**src/rtl/risc_pkg.sv**
```systemverilog
// rtl/risc_pkg.sv - opcode, condition and field constants plus decoded-instruction type
package risc_pkg;

    localparam logic [3:0] OP_ADI  = 4'b0000;
    localparam logic [3:0] OP_ADD  = 4'b0001;
    localparam logic [3:0] OP_NAND = 4'b0010;

    localparam logic [1:0] COND_ALWAYS = 2'b00;
    localparam logic [1:0] COND_Z      = 2'b01;
    localparam logic [1:0] COND_C      = 2'b10;
    localparam logic [1:0] COND_CARRY  = 2'b11;

    localparam int OPC_LSB  = 12;
    localparam int RA_LSB   = 9;
    localparam int RB_LSB   = 6;
    localparam int RC_LSB   = 3;
    localparam int COMP_BIT = 2;
    localparam int COND_LSB = 0;
    localparam int IMM_LSB  = 0;

    typedef enum logic [1:0] {
        CLS_ADI,
        CLS_ADD,
        CLS_NAND,
        CLS_OTHER
    } op_class_e;

    typedef struct packed {
        logic [3:0] opcode;
        logic [2:0] ra;
        logic [2:0] rb;
        logic [2:0] rc;
        logic       comp;
        logic [1:0] cond;
        logic [5:0] imm6;
        logic [2:0] dest;
        logic       use_carry;
        logic       wr_c;
        logic       wr_z;
        logic       illegal;
    } dec_t;

    function automatic op_class_e op_class(input logic [3:0] op);
        case (op)
            OP_ADI:  return CLS_ADI;
            OP_ADD:  return CLS_ADD;
            OP_NAND: return CLS_NAND;
            default: return CLS_OTHER;
        endcase
    endfunction

endpackage

```
**src/rtl/risc_instr_decode.sv**
```systemverilog
// rtl/risc_instr_decode.sv - combinational instruction word to field/flag decode
import risc_pkg::*;

module risc_instr_decode (
    input  logic [15:0] instr_i,
    output dec_t        dec_o
);

    always_comb begin
        dec_o        = '0;
        dec_o.opcode = instr_i[OPC_LSB +: 4];
        dec_o.ra     = instr_i[RA_LSB +: 3];
        dec_o.rb     = instr_i[RB_LSB +: 3];
        dec_o.rc     = instr_i[RC_LSB +: 3];
        dec_o.comp   = instr_i[COMP_BIT];
        dec_o.cond   = instr_i[COND_LSB +: 2];
        dec_o.imm6   = instr_i[IMM_LSB +: 6];
        // Raw fields are always sliced; only the class decides dest and flags.
        case (op_class(instr_i[OPC_LSB +: 4]))
            CLS_ADI: begin
                dec_o.dest = instr_i[RB_LSB +: 3];
                dec_o.wr_c = 1'b1;
                dec_o.wr_z = 1'b1;
            end
            CLS_ADD: begin
                dec_o.dest      = instr_i[RC_LSB +: 3];
                dec_o.wr_c      = 1'b1;
                dec_o.wr_z      = 1'b1;
                dec_o.use_carry = (instr_i[COND_LSB +: 2] == COND_CARRY);
            end
            CLS_NAND: begin
                dec_o.dest    = instr_i[RC_LSB +: 3];
                dec_o.wr_z    = 1'b1;
                dec_o.illegal = (instr_i[COND_LSB +: 2] == COND_CARRY);
            end
            default: begin
                dec_o.dest = 3'd0;
            end
        endcase
    end

endmodule

```
**src/rtl/risc_fetch_decode.sv**
```systemverilog
// rtl/risc_fetch_decode.sv - PC, instruction-memory fetch, 1-entry skid and IF/ID register
import risc_pkg::*;

module risc_fetch_decode #(
    parameter int                ADDR_W   = 16,
    parameter logic [ADDR_W-1:0] RESET_PC = '0
) (
    input  logic              clk,
    input  logic              reset,
    input  logic              enable,
    output logic              imem_en,
    output logic [ADDR_W-1:0] imem_addr,
    input  logic [15:0]       imem_rdata,
    input  logic              redirect_valid,
    input  logic [ADDR_W-1:0] redirect_pc,
    input  logic              id_ready,
    output logic              id_valid,
    output logic [ADDR_W-1:0] id_pc,
    output logic [15:0]       id_instr,
    output logic [3:0]        id_opcode,
    output logic [2:0]        id_ra,
    output logic [2:0]        id_rb,
    output logic [2:0]        id_rc,
    output logic              id_comp,
    output logic [1:0]        id_cond,
    output logic [5:0]        id_imm6,
    output logic [2:0]        id_dest,
    output logic              id_use_carry,
    output logic              id_wr_c,
    output logic              id_wr_z,
    output logic              id_illegal
);

    localparam logic [ADDR_W-1:0] PC_ONE = {{(ADDR_W-1){1'b0}}, 1'b1};

    logic [ADDR_W-1:0] pc_q, pc_d;
    logic              inflight_q, inflight_d;
    logic [ADDR_W-1:0] inflight_pc_q, inflight_pc_d;
    logic              skid_valid_q, skid_valid_d;
    logic [15:0]       skid_instr_q, skid_instr_d;
    logic [ADDR_W-1:0] skid_pc_q, skid_pc_d;
    logic              id_valid_q, id_valid_d;
    logic [ADDR_W-1:0] id_pc_q;
    logic [15:0]       id_instr_q;
    dec_t              id_dec_q;

    logic              consume, ifid_free, load_id, issue;
    logic [15:0]       fill_instr;
    logic [ADDR_W-1:0] fill_pc;
    dec_t              fill_dec;

    assign consume    = id_valid_q && id_ready;
    assign ifid_free  = !id_valid_q || consume;
    // The skid is older than any returning word, so it always refills IF/ID first.
    assign fill_instr = skid_valid_q ? skid_instr_q : imem_rdata;
    assign fill_pc    = skid_valid_q ? skid_pc_q : inflight_pc_q;

    risc_instr_decode u_decode (
        .instr_i (fill_instr),
        .dec_o   (fill_dec)
    );

    always_comb begin
        skid_valid_d = skid_valid_q;
        skid_instr_d = skid_instr_q;
        skid_pc_d    = skid_pc_q;
        id_valid_d   = id_valid_q;
        load_id      = 1'b0;
        if (redirect_valid) begin
            skid_valid_d = 1'b0;
            id_valid_d   = 1'b0;
        end else if (ifid_free) begin
            if (skid_valid_q) begin
                load_id      = 1'b1;
                id_valid_d   = 1'b1;
                skid_valid_d = 1'b0;
            end else if (inflight_q) begin
                load_id    = 1'b1;
                id_valid_d = 1'b1;
            end else begin
                id_valid_d = 1'b0;
            end
        end else if (inflight_q) begin
            skid_valid_d = 1'b1;
            skid_instr_d = imem_rdata;
            skid_pc_d    = inflight_pc_q;
        end
    end

    // A word issued now can always be placed next cycle as long as the skid ends up empty.
    assign issue         = !reset && enable && !redirect_valid && !skid_valid_d;
    assign imem_en       = issue;
    assign imem_addr     = pc_q;
    assign inflight_d    = issue;
    assign inflight_pc_d = pc_q;

    always_comb begin
        pc_d = pc_q;
        if (redirect_valid) begin
            pc_d = redirect_pc;
        end else if (issue) begin
            pc_d = pc_q + PC_ONE;
        end
    end

    always_ff @(posedge clk or posedge reset) begin
        if (reset) begin
            pc_q          <= RESET_PC;
            inflight_q    <= 1'b0;
            inflight_pc_q <= '0;
            skid_valid_q  <= 1'b0;
            skid_instr_q  <= '0;
            skid_pc_q     <= '0;
            id_valid_q    <= 1'b0;
            id_pc_q       <= '0;
            id_instr_q    <= '0;
            id_dec_q      <= '0;
        end else begin
            pc_q          <= pc_d;
            inflight_q    <= inflight_d;
            inflight_pc_q <= inflight_pc_d;
            skid_valid_q  <= skid_valid_d;
            skid_instr_q  <= skid_instr_d;
            skid_pc_q     <= skid_pc_d;
            id_valid_q    <= id_valid_d;
            if (load_id) begin
                id_pc_q    <= fill_pc;
                id_instr_q <= fill_instr;
                id_dec_q   <= fill_dec;
            end
        end
    end

    assign id_valid     = id_valid_q;
    assign id_pc        = id_pc_q;
    assign id_instr     = id_instr_q;
    assign id_opcode    = id_dec_q.opcode;
    assign id_ra        = id_dec_q.ra;
    assign id_rb        = id_dec_q.rb;
    assign id_rc        = id_dec_q.rc;
    assign id_comp      = id_dec_q.comp;
    assign id_cond      = id_dec_q.cond;
    assign id_imm6      = id_dec_q.imm6;
    assign id_dest      = id_dec_q.dest;
    assign id_use_carry = id_dec_q.use_carry;
    assign id_wr_c      = id_dec_q.wr_c;
    assign id_wr_z      = id_dec_q.wr_z;
    assign id_illegal   = id_dec_q.illegal;

endmodule

```
**config.mk**
```make
export PLATFORM = sky130hd
export DESIGN_NAME = risc_fetch_decode
export DESIGN_NICKNAME = d
export VERILOG_FILES = /design/src/rtl/risc_pkg.sv /design/src/rtl/risc_instr_decode.sv /design/src/rtl/risc_fetch_decode.sv
export SDC_FILE = /design/constraint.sdc
export NUM_CORES = 1
export LEC_CHECK = 0
export CAP_MARGIN = 10
export CELL_PAD_IN_SITES_DETAIL_PLACEMENT = 0
export CELL_PAD_IN_SITES_GLOBAL_PLACEMENT = 2
export CORE_AREA = 8 8 113 156
export CTS_BUF_LIST = sky130_fd_sc_hd__clkbuf_16
export DETAILED_ROUTE_END_ITERATION = 6
export DIE_AREA = 0 0 121 164
export PLACE_DENSITY_LB_ADDON = 0.1
export SLEW_MARGIN = 15
export SYNTH_ARGS = -nofsm -noshare
export SYNTH_HDL_FRONTEND = slang
export SYNTH_SLANG_ARGS = --single-unit
export TNS_END_PERCENT = 10
```
**constraint.sdc**
```tcl
create_clock -name clk -period 4.4 [get_ports clk]
set_input_delay 0.88 -clock clk [delete_from_list [all_inputs] [get_ports clk]]
set_output_delay 0.88 -clock clk [all_outputs]
set_load 0.01 [all_outputs]
```
==> summary.txt, run 1 <==
Setup path
  • Worst setup path class: in -> out
  • Required time reported for the critical path endpoint: around 3500 ps
  • Critical path launch point type: input pin
  • CP arrival: 2700 ps
  • Worst Setup End Kind: primary output
  • Max Fanout on Critical Path: 6
  • R2R Setup Slk: approximately 1800 ps

Global route
  • Vias in the first global route: 3423
  • All-Layer GR Usage: between 10% and 20%
  • Antenna violations before repair: 0
  • First-pass GRT wire length: about 18 mm
  • Overflow left after global routing: 0
  • Pin count of the biggest net entering global routing: 60

CTS
  • Hold buffer count at cts: 0
  • Buffer count from post-CTS setup fixing: 0
  • Clock root cell: sky130_fd_sc_hd__clkbuf_16
  • Clk_lat worst skew: approximately 350 ps
  • CTS Sinks: 106
  • CTS tree: built
  • Count of H-tree levels built during CTS: 3
  • Number of gates given a new drive strength after cts: 0
  • Clock transition at the registers of the reported paths: 70 ps
  • Maximum count of clock buffers along a single path: 2
  • TritonCTS buffer count: 9

Die
  • Count of pins on the block boundary: about 120
  • Die area: 19800 um^2
  • # rows: 54
  • Die outline height: ~160 um
  • Effective utilization at floorplan: between 30% and 40%
  • Width of the die: 121 um
  • Floorplan Core Area: 15300 um^2

Job
  • Max-cap check violation count: 0

Routing
  • DR WL/cell: 16.2 um
  • Post-detailed-route count of antenna-violating nets: 0
  • DRC violations left: 0
  • Number of vias in the routed layout: about 3300
  • Starting DRT DRC Count: 146
  • Total iterations of the first detailed-routing run: 4
  • Via-per-instance ratio: 4.68
  • Routed wire length: 11.4 mm

Power and ir drop
  • Switch share: between 20% and 30%
  • Maximum resistive drop on vdd: 0.175 mV
  • Internal power component: between 1.5 and 2 mW
  • Comb pwr share: 21.0%
  • Part of the total power dissipated in the clock network: 32.5%
  • PwrDens: 406 nW/um^2
  • Leakage: between 2 and 3 nW
  • Post-layout power: 2.54 mW
  • Power spent charging and discharging nets: roughly 0.7 mW
  • Proportion of power drawn by flip-flops and latches: 46.5%

Cells and area
  • Sequential Area: 2650 um^2
  • Proportion of layout cells with a drive suffix above 1: 12.9%
  • Filler cell count: approximately 1500
  • Fin cells: 700
  • Multi-input gate area: 1820 um^2
  • Nets: 540
  • Utilization of the core after routing: 40.8%
  • Area growth syn-to-layout: 31.0%
  • Ant. Diodes: 0

Synth
  • Synth top area cells: sky130_fd_sc_hd__dfrtp_1, sky130_fd_sc_hd__mux2i_1, sky130_fd_sc_hd__mux2_2
  • Mapped Cells: 410
  • Proportion of synthesized flip-flops having asynchronous set or reset: 100%
  • Prevailing post-synth register cell: sky130_fd_sc_hd__dfrtp_1
  • Synth cell count leaders: sky130_fd_sc_hd__dfrtp_1, sky130_fd_sc_hd__nand2_1, sky130_fd_sc_hd__o21ai_0
  • Synth warnings: 0
  • Post-synthesis cell type with the largest combined area: sky130_fd_sc_hd__dfrtp_1
  • Post-synth top area share: between 50% and 60%
  • Post-Syn Nets: approximately 450
  • Post-Syn Area per Cell: about 12 um^2
  • Synth Register Bits: about 110
  • Number of synthesized flops with an enable pin: 0
  • Top-count cell post-synth: sky130_fd_sc_hd__dfrtp_1
  • Part of the Yosys area used for sequential elements: a little under three fifths
  • Number of distinct library cell variants in the gate-level netlist after synthesis: 53
  • Mapped Area: 4770 um^2

STA
  • Number of endpoints failing setup at the final stage: 0
  • Slew at the pin with the worst max-slew slack: 836 ps
  • Setup repair after global routing missed its margin: false
  • Number of max-slew violations in the final report: 0
  • Slew Limit Headroom: between 40 and 50%
  • Post-Route Setup TNS: 0 ps
  • Final hold slack: 469 ps
  • Share of the cycle needed by the critical path after routing: 81.4%
  • Top achievable clock speed: 279 MHz
  • Clock Skews: roughly 9.8 ps
  • Count of endpoints failing hold in the final timing report: 0
  • Fin crit period: 3580 ps

Placement
  • Number of cells in the design after placement: 684
  • Buffers added on ports: about 120
  • RePlAce Congestion: 0.728
  • HPWL after DPL: 8.07 mm

Outcome
  • Status: complete, no violations

Hold path
  • Worst Hold Class: reg -> reg
## metrics by stage
stage	cell area (um^2)	setup slack, ps
floorplan	4770	731
global placement	5960	822
detailed placement	5960	801
CTS	6260	798
global route	6260	678
finish	6260	819
## worst paths after layout
kind | depth (start not counted) | to | start
worst max-delay path | 5 | imem_en | id_ready
worst min-delay path | 0 | inflight_pc_q[13] | imem_addr[13]
worst max register to register | 6 | id_pc[7] | skid_valid_q
worst min register to register | 0 | inflight_pc_q[13] | imem_addr[13]
max in group asynchronous | 3 | id_wr_c | reset
min in group asynchronous | 2 | imem_addr[2] | reset
## cell families after synthesis
logic type	Yosys count	synth area share, %
flip-flops	106	55.6
multiplexers	66	14.6
adder cells (fa/ha/maj)	4	1.05
AND/OR/NAND/NOR	92	9.38
AO/OA/AOI/OAI	80	11.4
buffers and inverters	54	6.47
XOR/XNOR	8	1.47
## registers in the layout (all words and copies together) (netlist names)
name and count:
id_dest 3, id_illegal 1, id_instr 16, id_pc 16, id_use_carry 1, id_valid 1
id_wr_c 1, id_wr_z 1, imem_addr 16, inflight_pc_q 16, inflight_q 1, skid_instr_q 16
skid_pc_q 16, skid_valid_q 1
## cells in the final DEF, fill, tap and decap left out, drive strengths merged, types with 5 or more instances in the layout
cell,instances
inv,14
xnor2,6
nand3,7
clkdlybuf4s50,115
o21ai,42
buf,6
mux2i,35
o22ai,5
clkbuf,9
nand2,50
mux2,31
nor2,9
a22o,5
dfrtp,106
## power groups by stage
stage	Clock [mW]	Combinational, mW	Sequential (mW)
CTS	0.862	0.549	1.19
global route	0.893	0.587	1.21
finish	0.825	0.534	1.18
detailed placement	0	0.548	1.21
floorplan	0	0.227	1.23
global placement	0	0.544	1.20
## layout make-up
type / count / share of cell area [%]
clock buffers: 9 / 3.60
well taps: 196 / 3.92
clock inverters: 7 / 1.20
repair buffers: 121 / 19.1
multi-input cells: 250 / 29.0
inverters: 11 / 0.700
flip-flops and latches: 106 / 42.4
## worst max-delay path: stages
cell	delay, ps
sky130_fd_sc_hd__clkdlybuf4s50_1	460
sky130_fd_sc_hd__nand2b_1	280
sky130_fd_sc_hd__o31ai_1	470
sky130_fd_sc_hd__nor2_1	110
sky130_fd_sc_hd__clkdlybuf4s50_1	500
## layer usage
layer | track usage (%) | share of wire, %
met1 | 14.5 | 45
met4 | 4.27 | 1.3
met5 | 0 | 0
met3 | 3.41 | 6.2
met2 | 19.4 | 47
(Power assumes the default switching activity.)
==> run 2: changes to the inputs <==
==> constraint.sdc (replaced) <==
create_clock -name clk -period 3.3 [get_ports clk]
set_input_delay 0.66 -clock clk [delete_from_list [all_inputs] [get_ports clk]]
set_output_delay 0.66 -clock clk [all_outputs]
set_load 0.01 [all_outputs]
==> run 2 against run 1 <==
Clock power grew 41%. Core utilization grew 0.77 points. Global-route usage grew 0.17 points. Final cell count grew 1.3%. First-iteration DRC count shrank 1.4%. Die area is the same. Setup slack lost 370 ps. Clock skew shrank 2.3 ps. Via count grew 0.37%. Total power grew 36%. Count of clock-buffer cells in the layout is the same. Largest cell class unchanged.
==> summary.txt, run 2 (synthesized netlist as in run 1, its figures left out) <==
Outcome
  • Status: complete, no violations

Die
  • Die outline height: 164 um
  • Floorplan Core Area: between 15000 and 20000 um^2
  • # rows: 54
  • Effective utilization at floorplan: a little under a third
  • Die area: 19800 um^2
  • Width of the die: 121 um
  • Count of pins on the block boundary: approximately 120

Cells and area
  • Proportion of layout cells with a drive suffix above 1: 14.2%
  • Commonest cells after routing, fill and taps aside: sky130_fd_sc_hd__clkdlybuf4s50_1, sky130_fd_sc_hd__dfrtp_1, sky130_fd_sc_hd__nand2_1
  • Area growth syn-to-layout: 33.5%
  • Cell area after layout: between 6000 and 7000 um^2
  • Most common cell after layout, fill and taps aside: sky130_fd_sc_hd__clkdlybuf4s50_1
  • Ant. Diodes: 0
  • Nets: 549

CTS
  • TritonCTS buffer count: 9
  • Maximum count of clock buffers along a single path: 2
  • Clk_lat worst skew: 340 ps
  • CTS Sinks: approximately 110
  • Buffer count from post-CTS setup fixing: 0
  • Hold buffer count at cts: 0
  • Count of H-tree levels built during CTS: 3
  • Clock transition at the registers of the reported paths: 70 ps
  • Number of gates given a new drive strength after cts: 0
  • Clock root cell: sky130_fd_sc_hd__clkbuf_16
  • CTS tree: built

Routing
  • Total iterations of the first detailed-routing run: 4
  • Routed wire length: 11.4 mm
  • Starting DRT DRC Count: 144
  • DR WL/cell: 16.0 um
  • Via-per-instance ratio: 4.64
  • DRC violations left: 0
  • Post-detailed-route count of antenna-violating nets: 0
  • Number of vias in the routed layout: approximately 3300

Setup path
  • Reg-to-reg critical path endpoint: id_dest[2]
  • Worst Setup End Kind: primary output
  • R2R Setup Slk: 1000 ps
  • CP arrival: about 2200 ps
  • Max Fanout on Critical Path: 2
  • Critical path launch point type: input pin
  • Required time reported for the critical path endpoint: around 2600 ps
  • R2R cell count: 6
  • Reg2Reg Launch Point: skid_valid_q
  • Worst setup path class: in -> out

STA
  • Slew at the pin with the worst max-slew slack: between 700 and 800 ps
  • Clock Skews: roughly 7.5 ps
  • Share of the cycle needed by the critical path after routing: between 80% and 90%
  • Final Worst Setup Slack: around 450 ps
  • Fin crit period: 2850 ps
  • Post-Route Setup TNS: 0 ps
  • Number of max-slew violations in the final report: 0
  • Setup repair after global routing missed its margin: false
  • Slew Limit Headroom: 52.6%
  • Top achievable clock speed: 351 MHz
  • Count of endpoints failing hold in the final timing report: 0
  • Number of endpoints failing setup at the final stage: 0

Hold path
  • Endpoint of the worst hold-timing path: inflight_pc_q[13]
  • Worst Hold Class: reg -> reg
  • Worst Hold Depth: 0
  • Hold path start: imem_addr[13]

Job
  • Max-cap check violation count: 0

Global route
  • Antenna violations before repair: 0
  • Overflow left after global routing: 0
  • All-Layer GR Usage: roughly an eighth
  • First-pass GRT wire length: 18.6 mm
  • Vias in the first global route: around 3500
  • Pin count of the biggest net entering global routing: between 40 and 50

Placement
  • HPWL after DPL: around 8.4 mm
  • Placed cell areas: between 6000 and 7000 um^2
  • Pre-CTS setup slack: ~440 ps
  • Buffers added on ports: approximately 120
  • RePlAce Congestion: 0.779

Power and ir drop
  • Maximum resistive drop on vdd: 0.248 mV
  • Leakage: 2.69 nW
  • PwrDens: 543 nW/um^2
[run 2: cell types whose count changed in the layout (fill, tap and decap cells not counted), sizes merged]
cell | before | now
clkinvlp | 0 | 1
bufinv | 1 | 2
buf | 6 | 15
inv | 14 | 12
[run 2: stage by stage]
| step | power [mW] | hold slack, ps | util (%) | cells |
|---|---|---|---|---|
| floorplan | 1.94 | 435 | - | 410 |
| global placement | 2.34 | 456 | 39.4 | 693 |
| detailed placement | 2.35 | 447 | 39.4 | 693 |
| CTS | 3.53 | 469 | 41.6 | 709 |
| global route | 3.66 | 487 | 41.6 | 709 |
| finish | 3.46 | 460 | 41.6 | 709 |
[run 2: worst max-delay path by stage]
stage / start / endpoint / slack [ps] / cells past startpoint
3_3_place_gp: id_ready / imem_en / 440 / 5
6_report: enable / imem_en / 450 / 5
3_5_place_dp: enable / imem_en / 440 / 5
2_1_floorplan: imem_rdata[14] / id_dest[1] / 1080 / 6
5_1_grt: id_ready / imem_en / 340 / 5
4_1_cts: enable / imem_en / 440 / 5
[run 2: area by class of cell]
type                       instances  area, um^2
inverter                          11        45.0
clock buffer                       9         225
sequential                       106        2650
multi-input combinational        250        1820
fill                            1511        8960
timing repair buffer             130        1290
clock inverter                     7        98.8
tap                              196         245
[run 2: power breakdown]
group / total [mW] / switching [mW] / internal, mW
clock network: 1.16 / 0.491 / 0.671
logic: 0.720 / 0.297 / 0.423
registers: 1.58 / 0.120 / 1.46
[run 2: metal layers]
layer	GRT usage [%]	up-vias	routed length, um
met5	0	-	0
met3	3.72	12	693
li1	-	1614	-
met2	20.4	80	5630
met4	4.27	0	159
met1	14.0	1585	4870
[run 2: worst max-delay path: stages]
cell and delay [ps]:
sky130_fd_sc_hd__clkdlybuf4s50_1 520, sky130_fd_sc_hd__nor2b_1 190, sky130_fd_sc_hd__o31ai_1 110, sky130_fd_sc_hd__nor2_1 150
sky130_fd_sc_hd__clkdlybuf4s50_1 560
